**src/rtl/writeback_unit_pkg.sv**
```systemverilog
// Shared types for the writeback unit.
//   wb_ix_inf_t     : register-file write port toward instruction issue
//   wb_src_e        : which EXE unit won writeback this cycle
//   exe_wb_result_t : normalised per-unit result presented to the selector
package writeback_unit_pkg;

  localparam int unsigned REG_WIDTH = 5;

  typedef struct packed {
    logic                 wr_en;
    logic [REG_WIDTH-1:0] rd;
    logic [31:0]          wr_data;
  } wb_ix_inf_t;

  typedef enum logic [2:0] {
    WB_SRC_NONE,
    WB_SRC_ALU,
    WB_SRC_LSD,
    WB_SRC_MUL,
    WB_SRC_DIV
  } wb_src_e;

  typedef struct packed {
    logic                 valid;
    logic                 wr_en;
    logic [REG_WIDTH-1:0] rd;
    logic [31:0]          data;
  } exe_wb_result_t;

endpackage

```
**src/rtl/writeback_unit_if.sv**
```systemverilog
// EXE-to-writeback result bus. The EXE side (master) drives every signal;
// the writeback unit (slave) only samples. Signal names match the legacy
// flat ports of writeback_unit.
interface writeback_unit_if;
  import writeback_unit_pkg::*;

  logic                 alu_valid;
  logic                 alu_wr_en;
  logic [REG_WIDTH-1:0] alu_rd;
  logic [31:0]          alu_data;
  logic                 alu_branch_taken;
  logic [31:0]          alu_branch_target;

  logic                 lsd_valid;
  logic                 lsd_wr_en;
  logic [REG_WIDTH-1:0] lsd_rd;
  logic [31:0]          lsd_data;
  logic                 lsd_replay;
  logic [31:0]          lsd_pc;

  logic                 mul_valid;
  logic [REG_WIDTH-1:0] mul_rd;
  logic [31:0]          mul_data;

  logic                 div_valid;
  logic [REG_WIDTH-1:0] div_rd;
  logic [31:0]          div_data;

  modport master (
    output alu_valid, alu_wr_en, alu_rd, alu_data, alu_branch_taken, alu_branch_target,
    output lsd_valid, lsd_wr_en, lsd_rd, lsd_data, lsd_replay, lsd_pc,
    output mul_valid, mul_rd, mul_data,
    output div_valid, div_rd, div_data
  );

  modport slave (
    input alu_valid, alu_wr_en, alu_rd, alu_data, alu_branch_taken, alu_branch_target,
    input lsd_valid, lsd_wr_en, lsd_rd, lsd_data, lsd_replay, lsd_pc,
    input mul_valid, mul_rd, mul_data,
    input div_valid, div_rd, div_data
  );

endinterface

```
**src/rtl/wb_priority_select.sv**
```systemverilog
// Combinational writeback arbiter.
//   *_res      : per-unit results
//   squash     : drop ALU/LSD results (wrong-path window after a redirect)
//   win_res    : winning result ('0 when nothing wins)
//   win_src    : winning unit
//   win_onehot : {div, mul, lsd, alu}
//   conflict   : more than one live result this cycle
module wb_priority_select
  import writeback_unit_pkg::*;
(
  input  exe_wb_result_t alu_res,
  input  exe_wb_result_t lsd_res,
  input  exe_wb_result_t mul_res,
  input  exe_wb_result_t div_res,
  input  logic           squash,
  output exe_wb_result_t win_res,
  output wb_src_e        win_src,
  output logic [3:0]     win_onehot,
  output logic           conflict
);

  logic [3:0] live;

  always_comb begin
    live       = {div_res.valid, mul_res.valid,
                  lsd_res.valid & ~squash, alu_res.valid & ~squash};
    win_res    = '0;
    win_src    = WB_SRC_NONE;
    win_onehot = '0;
    if (live[3]) begin
      win_res = div_res; win_src = WB_SRC_DIV; win_onehot = 4'b1000;
    end else if (live[2]) begin
      win_res = mul_res; win_src = WB_SRC_MUL; win_onehot = 4'b0100;
    end else if (live[1]) begin
      win_res = lsd_res; win_src = WB_SRC_LSD; win_onehot = 4'b0010;
    end else if (live[0]) begin
      win_res = alu_res; win_src = WB_SRC_ALU; win_onehot = 4'b0001;
    end
    // Clearing the lowest set bit leaves something only if two or more were set.
    conflict = |(live & (live - 4'd1));
  end

endmodule

```
**src/rtl/writeback_unit.sv**
```systemverilog
// Writeback stage: arbitrates EXE results onto the single register-file
// write port, raises redirects for taken branches and D$-miss replays,
// counts retired instructions and flags writeback collisions.
//   clk, rst         : clock, synchronous active-low reset
//   exe              : EXE result bus (slave side)
//   wb_ix_inf        : registered register-file write {wr_en, rd, wr_data}
//   wb_do_branch     : one-cycle redirect pulse, wb_branch_target its PC
//   wb_retire_count  : wrapping retired-instruction counter
//   wb_conflict_err  : sticky collision flag
module writeback_unit
  import writeback_unit_pkg::*;
#(
  parameter int unsigned RETIRE_CNT_WIDTH = 64,
  parameter bit          REPORT_RD0       = 1'b0
) (
  input  logic                        clk,
  input  logic                        rst,
  writeback_unit_if.slave             exe,
  output wb_ix_inf_t                  wb_ix_inf,
  output logic                        wb_do_branch,
  output logic [31:0]                 wb_branch_target,
  output logic [RETIRE_CNT_WIDTH-1:0] wb_retire_count,
  output logic                        wb_conflict_err
);

  exe_wb_result_t alu_res, lsd_res, mul_res, div_res, win_res;
  wb_src_e        win_src;
  logic [3:0]     win_onehot;
  logic           conflict;

  wb_ix_inf_t                  ix_d, ix_q;
  logic                        branch_d, branch_q;
  logic [31:0]                 target_d, target_q;
  logic [RETIRE_CNT_WIDTH-1:0] count_d, count_q;
  logic                        err_d, err_q;

  always_comb begin
    alu_res = '{valid: exe.alu_valid, wr_en: exe.alu_wr_en, rd: exe.alu_rd, data: exe.alu_data};
    // A replayed load never writes; the refetched instruction will.
    lsd_res = '{valid: exe.lsd_valid, wr_en: exe.lsd_wr_en & ~exe.lsd_replay,
                rd: exe.lsd_rd, data: exe.lsd_data};
    mul_res = '{valid: exe.mul_valid, wr_en: 1'b1, rd: exe.mul_rd, data: exe.mul_data};
    div_res = '{valid: exe.div_valid, wr_en: 1'b1, rd: exe.div_rd, data: exe.div_data};
  end

  wb_priority_select u_select (
    .alu_res    (alu_res),
    .lsd_res    (lsd_res),
    .mul_res    (mul_res),
    .div_res    (div_res),
    .squash     (branch_q),
    .win_res    (win_res),
    .win_src    (win_src),
    .win_onehot (win_onehot),
    .conflict   (conflict)
  );

  always_comb begin
    ix_d     = '{wr_en: 1'b0, rd: ix_q.rd, wr_data: ix_q.wr_data};
    branch_d = 1'b0;
    target_d = target_q;
    count_d  = count_q;
    err_d    = err_q | conflict;
    if (win_res.valid) begin
      ix_d.wr_en   = win_res.wr_en & (REPORT_RD0 | (win_res.rd != '0));
      ix_d.rd      = win_res.rd;
      ix_d.wr_data = win_res.data;
      if (win_src == WB_SRC_LSD && exe.lsd_replay) begin
        branch_d = 1'b1;
        target_d = exe.lsd_pc;
      end else begin
        count_d = count_q + RETIRE_CNT_WIDTH'(1);
        if (win_src == WB_SRC_ALU && exe.alu_branch_taken) begin
          branch_d = 1'b1;
          target_d = exe.alu_branch_target;
        end
      end
    end
  end

  always_comb begin
    assert ($onehot0(win_onehot) && (win_res.valid == (win_onehot != '0)));
  end

  always_ff @(posedge clk) begin
    if (!rst) begin
      ix_q     <= '0;
      branch_q <= 1'b0;
      target_q <= '0;
      count_q  <= '0;
      err_q    <= 1'b0;
    end else begin
      ix_q     <= ix_d;
      branch_q <= branch_d;
      target_q <= target_d;
      count_q  <= count_d;
      err_q    <= err_d;
    end
  end

  assign wb_ix_inf        = ix_q;
  assign wb_do_branch     = branch_q;
  assign wb_branch_target = target_q;
  assign wb_retire_count  = count_q;
  assign wb_conflict_err  = err_q;

endmodule

```
**src/flat_wrapper.sv**
```systemverilog
// flat-port wrapper written by rule: the top's interface ports become plain ports
module writeback_unit_flat import writeback_unit_pkg::*;
#(
  parameter int unsigned RETIRE_CNT_WIDTH = 64,
  parameter bit          REPORT_RD0       = 1'b0
)
  (clk, rst, wb_ix_inf, wb_do_branch, wb_branch_target, wb_retire_count, wb_conflict_err, exe_alu_valid, exe_alu_wr_en, exe_alu_rd, exe_alu_data, exe_alu_branch_taken, exe_alu_branch_target, exe_lsd_valid, exe_lsd_wr_en, exe_lsd_rd, exe_lsd_data, exe_lsd_replay, exe_lsd_pc, exe_mul_valid, exe_mul_rd, exe_mul_data, exe_div_valid, exe_div_rd, exe_div_data);
  writeback_unit_if exe_i ();
  input  logic clk;
  input  logic rst;
  output wb_ix_inf_t wb_ix_inf;
  output logic wb_do_branch;
  output logic [31:0] wb_branch_target;
  output logic [RETIRE_CNT_WIDTH-1:0] wb_retire_count;
  output logic wb_conflict_err;
  input wire logic [$bits(exe_i.alu_valid)-1:0] exe_alu_valid;
  input wire logic [$bits(exe_i.alu_wr_en)-1:0] exe_alu_wr_en;
  input wire logic [$bits(exe_i.alu_rd)-1:0] exe_alu_rd;
  input wire logic [$bits(exe_i.alu_data)-1:0] exe_alu_data;
  input wire logic [$bits(exe_i.alu_branch_taken)-1:0] exe_alu_branch_taken;
  input wire logic [$bits(exe_i.alu_branch_target)-1:0] exe_alu_branch_target;
  input wire logic [$bits(exe_i.lsd_valid)-1:0] exe_lsd_valid;
  input wire logic [$bits(exe_i.lsd_wr_en)-1:0] exe_lsd_wr_en;
  input wire logic [$bits(exe_i.lsd_rd)-1:0] exe_lsd_rd;
  input wire logic [$bits(exe_i.lsd_data)-1:0] exe_lsd_data;
  input wire logic [$bits(exe_i.lsd_replay)-1:0] exe_lsd_replay;
  input wire logic [$bits(exe_i.lsd_pc)-1:0] exe_lsd_pc;
  input wire logic [$bits(exe_i.mul_valid)-1:0] exe_mul_valid;
  input wire logic [$bits(exe_i.mul_rd)-1:0] exe_mul_rd;
  input wire logic [$bits(exe_i.mul_data)-1:0] exe_mul_data;
  input wire logic [$bits(exe_i.div_valid)-1:0] exe_div_valid;
  input wire logic [$bits(exe_i.div_rd)-1:0] exe_div_rd;
  input wire logic [$bits(exe_i.div_data)-1:0] exe_div_data;
  assign exe_i.alu_valid = exe_alu_valid;
  assign exe_i.alu_wr_en = exe_alu_wr_en;
  assign exe_i.alu_rd = exe_alu_rd;
  assign exe_i.alu_data = exe_alu_data;
  assign exe_i.alu_branch_taken = exe_alu_branch_taken;
  assign exe_i.alu_branch_target = exe_alu_branch_target;
  assign exe_i.lsd_valid = exe_lsd_valid;
  assign exe_i.lsd_wr_en = exe_lsd_wr_en;
  assign exe_i.lsd_rd = exe_lsd_rd;
  assign exe_i.lsd_data = exe_lsd_data;
  assign exe_i.lsd_replay = exe_lsd_replay;
  assign exe_i.lsd_pc = exe_lsd_pc;
  assign exe_i.mul_valid = exe_mul_valid;
  assign exe_i.mul_rd = exe_mul_rd;
  assign exe_i.mul_data = exe_mul_data;
  assign exe_i.div_valid = exe_div_valid;
  assign exe_i.div_rd = exe_div_rd;
  assign exe_i.div_data = exe_div_data;
  writeback_unit #(.RETIRE_CNT_WIDTH(RETIRE_CNT_WIDTH), .REPORT_RD0(REPORT_RD0)) u_core (.clk(clk), .rst(rst), .exe(exe_i), .wb_ix_inf(wb_ix_inf), .wb_do_branch(wb_do_branch), .wb_branch_target(wb_branch_target), .wb_retire_count(wb_retire_count), .wb_conflict_err(wb_conflict_err));
endmodule
```
**config.mk**
```make
export PLATFORM = sky130hd
export DESIGN_NAME = writeback_unit_flat
export DESIGN_NICKNAME = d
export VERILOG_FILES = /design/src/rtl/writeback_unit_pkg.sv /design/src/rtl/writeback_unit_if.sv /design/src/rtl/wb_priority_select.sv /design/src/rtl/writeback_unit.sv /design/src/flat_wrapper.sv
export SDC_FILE = /design/constraint.sdc
export NUM_CORES = 1
export LEC_CHECK = 0
export BUFFER_PORTS_ARGS = -buffer_cell sky130_fd_sc_hd__clkbuf_2
export CAP_MARGIN = 5
export CELL_PAD_IN_SITES_DETAIL_PLACEMENT = 0
export CELL_PAD_IN_SITES_GLOBAL_PLACEMENT = 1
export CORE_MARGIN = 2
export CORE_UTILIZATION = 31
export CTS_CLUSTER_DIAMETER = 120
export DETAILED_ROUTE_END_ITERATION = 7
export GPL_ROUTABILITY_DRIVEN = 0
export HOLD_SLACK_MARGIN = 0.12
export MAX_ROUTING_LAYER = met4
export PLACE_DENSITY_LB_ADDON = 0.1
export REMOVE_ABC_BUFFERS = 1
export SYNTH_ARGS = -nofsm -noshare
export SYNTH_HDL_FRONTEND = slang
export SYNTH_SLANG_ARGS = --single-unit
```
**constraint.sdc**
```tcl
create_clock -name clk -period 2.5 [get_ports clk]
set_clock_uncertainty 0.15 [all_clocks]
set_input_delay 0.5 -clock clk [delete_from_list [all_inputs] [get_ports clk]]
set_output_delay 0.5 -clock clk [all_outputs]
set_load 0.01 [all_outputs]
```
After elaboration in Yosys (flattened, before gate mapping)
Cells that the tools add are included.
{ "totals": {"output_inout_bits": 136, "in_bits": 222, "regBits": 136, "elab_cells": 40} }
{ "op_classes": {"reduce_logical": 8, "muxes": 12, "eq_ne": 2, "add_sub_neg": 2, "bitwise": 9} }
{ "op_table": {"columns": ["cell", "n"], "rows": [
  ["two-way mux 39 bit", 4],
  ["adder 64 x 1 -> 64 bit, second input constant", 1],
  ["two-way mux 32 bit", 2],
  ["AND reduction 2 bit", 3],
  ["nonzero test 5 bit", 1],
  ["AND 1 bit", 4],
  ["AND 4 bit", 1],
  ["two-way mux 2 bit", 2],
  ["OR reduction 4 bit", 1],
  ["subtractor 4 x 1 -> 4 bit, second input constant", 1],
  ["== test 3 x 1 -> 1 bit, second input constant", 1],
  ["== test 3 x 2 -> 1 bit, second input constant", 1],
  ["two-way mux 1 bit", 3],
  ["two-way mux 3 bit", 1],
  ["NOT 1 bit", 3],
  ["logical AND 1 bit", 2],
  ["nonzero test 2 bit", 1],
  ["bitwise OR 1 bit", 1]
]} }

Logic depth before layout (Yosys ltp)
{ "depth": {"ltp_word": 10, "ltp_mapped": 9, "mapped_depth_nobuf": 6} }

Hierarchy
From an unflattened synthesis, not the netlist that was laid out.
{ "hier_totals": {"cells_unflattened": 950, "area_unflattened_um2": 7599.8} }
{ "by_module_without_submodules": {"columns": ["mod", "n_inst", "seq_area_each_um2", "cells_each", "area_per_inst_um2"], "rows": [
  ["writeback_unit", 1, 2722.6, 704, 5916.9],
  ["wb_priority_select", 1, 0.0, 246, 1682.9]
]} }

Least setup slack after synthesis
OpenSTA, ideal clock, no wires.
{ "synth_path": {"path_type": "flip-flop to flip-flop", "startpoint": "register u_core.count_q[0], in the netlist u_core.wb_retire_count[0]", "endpoint": "register u_core.count_q[58], in the netlist u_core.wb_retire_count[58]", "stages_incl_launch_ff": 8, "period_less_slack_ps": 2257, "setup_time_ps": 70, "arrival_ps": 2037, "t_required_ps": 2280, "setup_slack_ps": 243, "path_buffers": 1, "cell_sequence": "dfxtp_1 -> ha_1 -> clkbuf_1 -> nand3_1 -> nor4_4 -> nand3_1 -> or4_1 -> a21oi_1"} }
{ "synth_between": {"elab_chain_len": 1} }
{ "synth_rtl": {"columns": ["element", "line", "rtl"], "rows": [
  ["from (decl)", "writeback_unit.sv:34", "logic [RETIRE_CNT_WIDTH-1:0] count_d, count_q;"],
  ["from (signal assigned)", "writeback_unit.sv:96", "count_q <= count_d;"],
  ["adder 64 x 1 -> 64 bit", "writeback_unit.sv:72", "count_d = count_q + RETIRE_CNT_WIDTH'(1);"]
]} }
No other way between the ends.
A chain may end at the register's enable or synchronous reset.

Worst setup path after layout
{ "layout_path": {"startpoint": "register u_core.count_q[7], in the netlist u_core.wb_retire_count[7]", "endpoint": "register u_core.count_q[62], in the netlist u_core.wb_retire_count[62]"} }
The elaborated chain is that of the path after synthesis.

==> summary.md <==
| Metric | Value |
|---|---|
| Status | completed |
| Antenna violations before repair | 0 |
| Layout cell share with drive strength beyond 1 | 37.8% |
| Data required, critical path | 2.71 ns |
| Post-CTS setup buffers | 0 |
| CP peak stage delay | 0.50 ns |
| Avg Vias per Cell | 5.09 |
| Area share of fa/ha/maj cells after synthesis | 0.187% |
| Final instance area | 0.00966 mm² |
| DR pass1 iterations | 4 |
| Worst Path Arrival | 2.53 ns |
| N_diodes | 0 |
| Avg Cell Area, Syn | 8.06 µm² |
| Main combinational cell family by area after synthesis | compound AO/OA/AOI/OAI gates |
| Post-DRT Antenna Nets | 0 |
| H-tree level count | 4 |
| Vias in the first global route | 7098 |
| CTS tree | yes |
| Crit path kind | flip-flop to flip-flop |
| Static leakage | 4.35 nW |
| Register area share after synthesis | 40.7% |
| Post-Synth XOR/XNOR Area | 2.75% |
| Mux cell area share after synthesis | 5.09% |
| Flop2flop setup slack | 0.18 ns |
| Cells along the critical path | nand4_4 -> nor4_4 -> nand4_1 -> buf_4 -> or4_1 -> a21oi_1 |
| Placed cell area | 0.00904 mm² |
| Max_cap viols | 0 |
| Max Slew Vio Count | 0 |
| Critical path launch point | u_core.wb_retire_count[7]$_SDFFE_PN0P_ |
| Clk Latency, worst-skew pair | 0.42 ns |
| CTS clk-pin slew, worst paths | 0.07 ns |
| Detailed Route Iter0 Violations | 303 |
| CTS root buf | clkbuf_16 |
| WP buf/inv | 1 |
| Clock sink count | 136 |
| Power per Cell Area | 584 mW/mm² |
| Row count | 53 |
| Fin. Hold Viols | 0 |
| Total die area | 0.0227 mm² |
| Fmax achieved | 432 MHz |
| GRT overflow | 0 |
| TritonCTS Buffers | 17 |
| Syn. warnings | 0 |
| Crit path depth | 6 |
| Final Cycle Share | 92.7% |
| CP max stage cell | or4_1 |
| Worst-margin pin slew | 0.674 ns |
| Area growth, synth to finish | 44.6% |
| Crit path max fanout | 15 |
| RSZ-0062 raised after global routing | no |
| Largest net degree at the start of global routing | 66 |
| Post-Synth Simple-Gate Area | 23.0% |
| Via count | 7495 |
| Drt wl/cell | 16.4 µm |
| Core Region | 0.0211 mm² |
| Worst min path class | primary input to flip-flop |
| Final Util | 45.8% |
| Port buffer count | 357 |
| Period minus WS final | 2.32 ns |
| Fillers | 2168 |
| Residual DRC | 0 |
| Slew HR | 54.9% |
| Yosys reg bits | 136 |
| DIE WIDTH | 151 µm |
| R2R Path End | u_core.wb_retire_count[62]$_SDFFE_PN0P_ |
| Synth unique cells | 41 |
| I/O pin total | 358 |
| Synth Cell Area | 0.00668 mm² |
| Maximum vdd drop | 0.377 mV |
| Worst r2r src | u_core.wb_retire_count[7]$_SDFFE_PN0P_ |
| First-pass GRT wire length | 37200 µm |
| Total GRT Usage | 21.5% |
| # setup viols final | 0 |
| End point of the critical path | u_core.wb_retire_count[62]$_SDFFE_PN0P_ |
| Nets | 1407 |
| Syn Inst Count | 829 |
| Starting density of the core | 31.7% |
| CP Capture Type | flip-flop |
| CTS Buffer Depth | 2 |
| Compound-Gate Fraction of Synth Area | 24.0% |
| CTS Hold Bufs | 0 |
| Kind of cell adding the most delay to the critical path | simple AND/OR/NAND/NOR gates |
| Startpoint Class | flip-flop |
| Fin Setup TNS | 0 ns |
| Total chip power | 5.65 mW |
| Die Height | 151 µm |
| R2r worst-path depth | 6 |
| Post-DP HPWL | 18200 µm |
| Final wirelength | 24200 µm |
-- worst min path at each step --
| stage | startpoint | to | slack [ns] | depth (start not counted) |
|---|---|---|---|---|
| 2_1_floorplan | u_core.wb_ix_inf[32]$_SDFFE_PN0N_ | u_core.wb_ix_inf[32]$_SDFFE_PN0N_ | 0.33 | 2 |
| 3_3_place_gp | u_core.wb_ix_inf[35]$_SDFFE_PN0N_ | u_core.wb_ix_inf[35]$_SDFFE_PN0N_ | 0.29 | 2 |
| 3_5_place_dp | u_core.wb_ix_inf[35]$_SDFFE_PN0N_ | u_core.wb_ix_inf[35]$_SDFFE_PN0N_ | 0.30 | 2 |
| 4_1_cts | exe_div_data[12] | u_core.wb_ix_inf[12]$_SDFFE_PN0N_ | 0.20 | 3 |
| 5_1_grt | exe_div_data[12] | u_core.wb_ix_inf[12]$_SDFFE_PN0N_ | 0.22 | 3 |
| 6_report | exe_div_data[12] | u_core.wb_ix_inf[12]$_SDFFE_PN0N_ | 0.22 | 3 |
-- placed cells by master, fill, tap and decap left out, types with 7 or more instances in the layout --
cell       netlist  layout
clkbuf_2         0     357
dfxtp_1        136     136
a21oi_1        114     114
nor2_1         100     100
o21ai_0         65      65
nand2_1         40      38
nor3_1          37      37
or3_1           34      34
mux2i_1         34      34
buf_4            0      34
a221oi_1        33      33
a211oi_1        32      32
nand4_1         26      26
nand3_1         21      19
clkbuf_16        0      17
xor2_1          13      13
or4_1           10      10
buf_12           0      10
o31ai_1          9       9
xnor2_1          8       8
inv_1            8       7
-- flip-flops by register name, summed over array words and instances, names as in the netlist --
name	cells
u_core.wb_branch_target	32
u_core.wb_conflict_err	1
u_core.wb_do_branch	1
u_core.wb_ix_inf	38
u_core.wb_retire_count	64
-- per-stage QoR --
stage / std cells / setup slack (ns) / hold WS, ns
after CTS: 1472 / 0.119 / 0.203
after detailed placement: 1440 / 0.116 / 0.300
final: 1472 / 0.183 / 0.222
after global routing: 1472 / 0.0288 / 0.222
after floorplan: 764 / -2.96 / 0.331
after global placement: 1440 / 0.161 / 0.291
-- logic make-up (layout without fill, tap and decap cells) --
logic type      count (synthesis)  after routing
buf+inv                        73            441
fa+ha+maj                       1              1
simple gates                  298            298
xor+xnor                       21             21
flops                         136            136
compound gates                266            266
mux                            34             34
-- synthesized netlist by cell type (all sizes together) --
cell / number / share of area, %
a221o: 4 / 0.60
or3: 34 / 3.2
o21bai: 1 / 0.11
o2111ai: 1 / 0.13
and3: 5 / 0.47
clkbuf: 57 / 3.2
nand4: 28 / 2.9
and2: 5 / 0.47
o221ai: 4 / 0.52
a211oi: 32 / 3.6
o21ba: 1 / 0.15
mux2i: 34 / 5.1
dfxtp: 136 / 41
nor2b: 2 / 0.19
or2: 4 / 0.37
nand2: 40 / 2.2
or4: 10 / 1.1
nor2: 100 / 5.6
nor3: 37 / 2.8
nor4: 5 / 1.1
a221oi: 33 / 4.3
ha: 1 / 0.19
nand2b: 1 / 0.094
o21ai: 66 / 4.9
xor2: 13 / 1.7
buf: 8 / 0.56
a21oi: 114 / 8.5
a31oi: 1 / 0.094
and4: 3 / 0.39
inv: 8 / 0.45
nand3b: 1 / 0.11
nand3: 21 / 1.6
nor3b: 1 / 0.11
or4bb: 1 / 0.17
xnor2: 8 / 1.0
o31ai: 9 / 1.0
-- power breakdown --
part           total [mW]  internal (mW)  switching [mW]
sequential           2.29           2.25          0.0407
combinational       0.754          0.350           0.404
clock                2.60           1.55            1.05
total                5.65           4.15            1.49
-- per-layer routing --
metal | global-route usage [%] | vias to the layer above | part of all wire, %
li1 | - | 3817 | -
met1 | 25.0 | 3391 | 42
met2 | 35.9 | 253 | 48
met3 | 6.02 | 34 | 7.8
met4 | 7.34 | 0 | 2.1
met5 | - | - | 0
-- tightest hold or removal path: stages --
cell	delay (ns)
clkbuf_2	0.07
a21oi_1	0.05
a21oi_1	0.12
-- repair_timing --
| item | CTS | global route |
|---|---|---|
| gates resized for setup | 0 | 2 |
| hold endpoints to repair | 0 | 0 |
| setup endpoints to repair | 0 | 4 |
-- layout make-up --
| type | count | area (µm²) | share of cell area, % |
|---|---|---|---|
| sequential | 136 | 2720 | 28.2 |
| inverter | 8 | 31.3 | 0.324 |
| clock buffer | 19 | 453 | 4.69 |
| timing repair buffer | 401 | 2240 | 23.2 |
| multi-input combinational | 620 | 3710 | 38.4 |
| clock inverter | 13 | 158 | 1.63 |
| tap | 275 | 344 | 3.56 |
(Power assumes the default switching activity.)
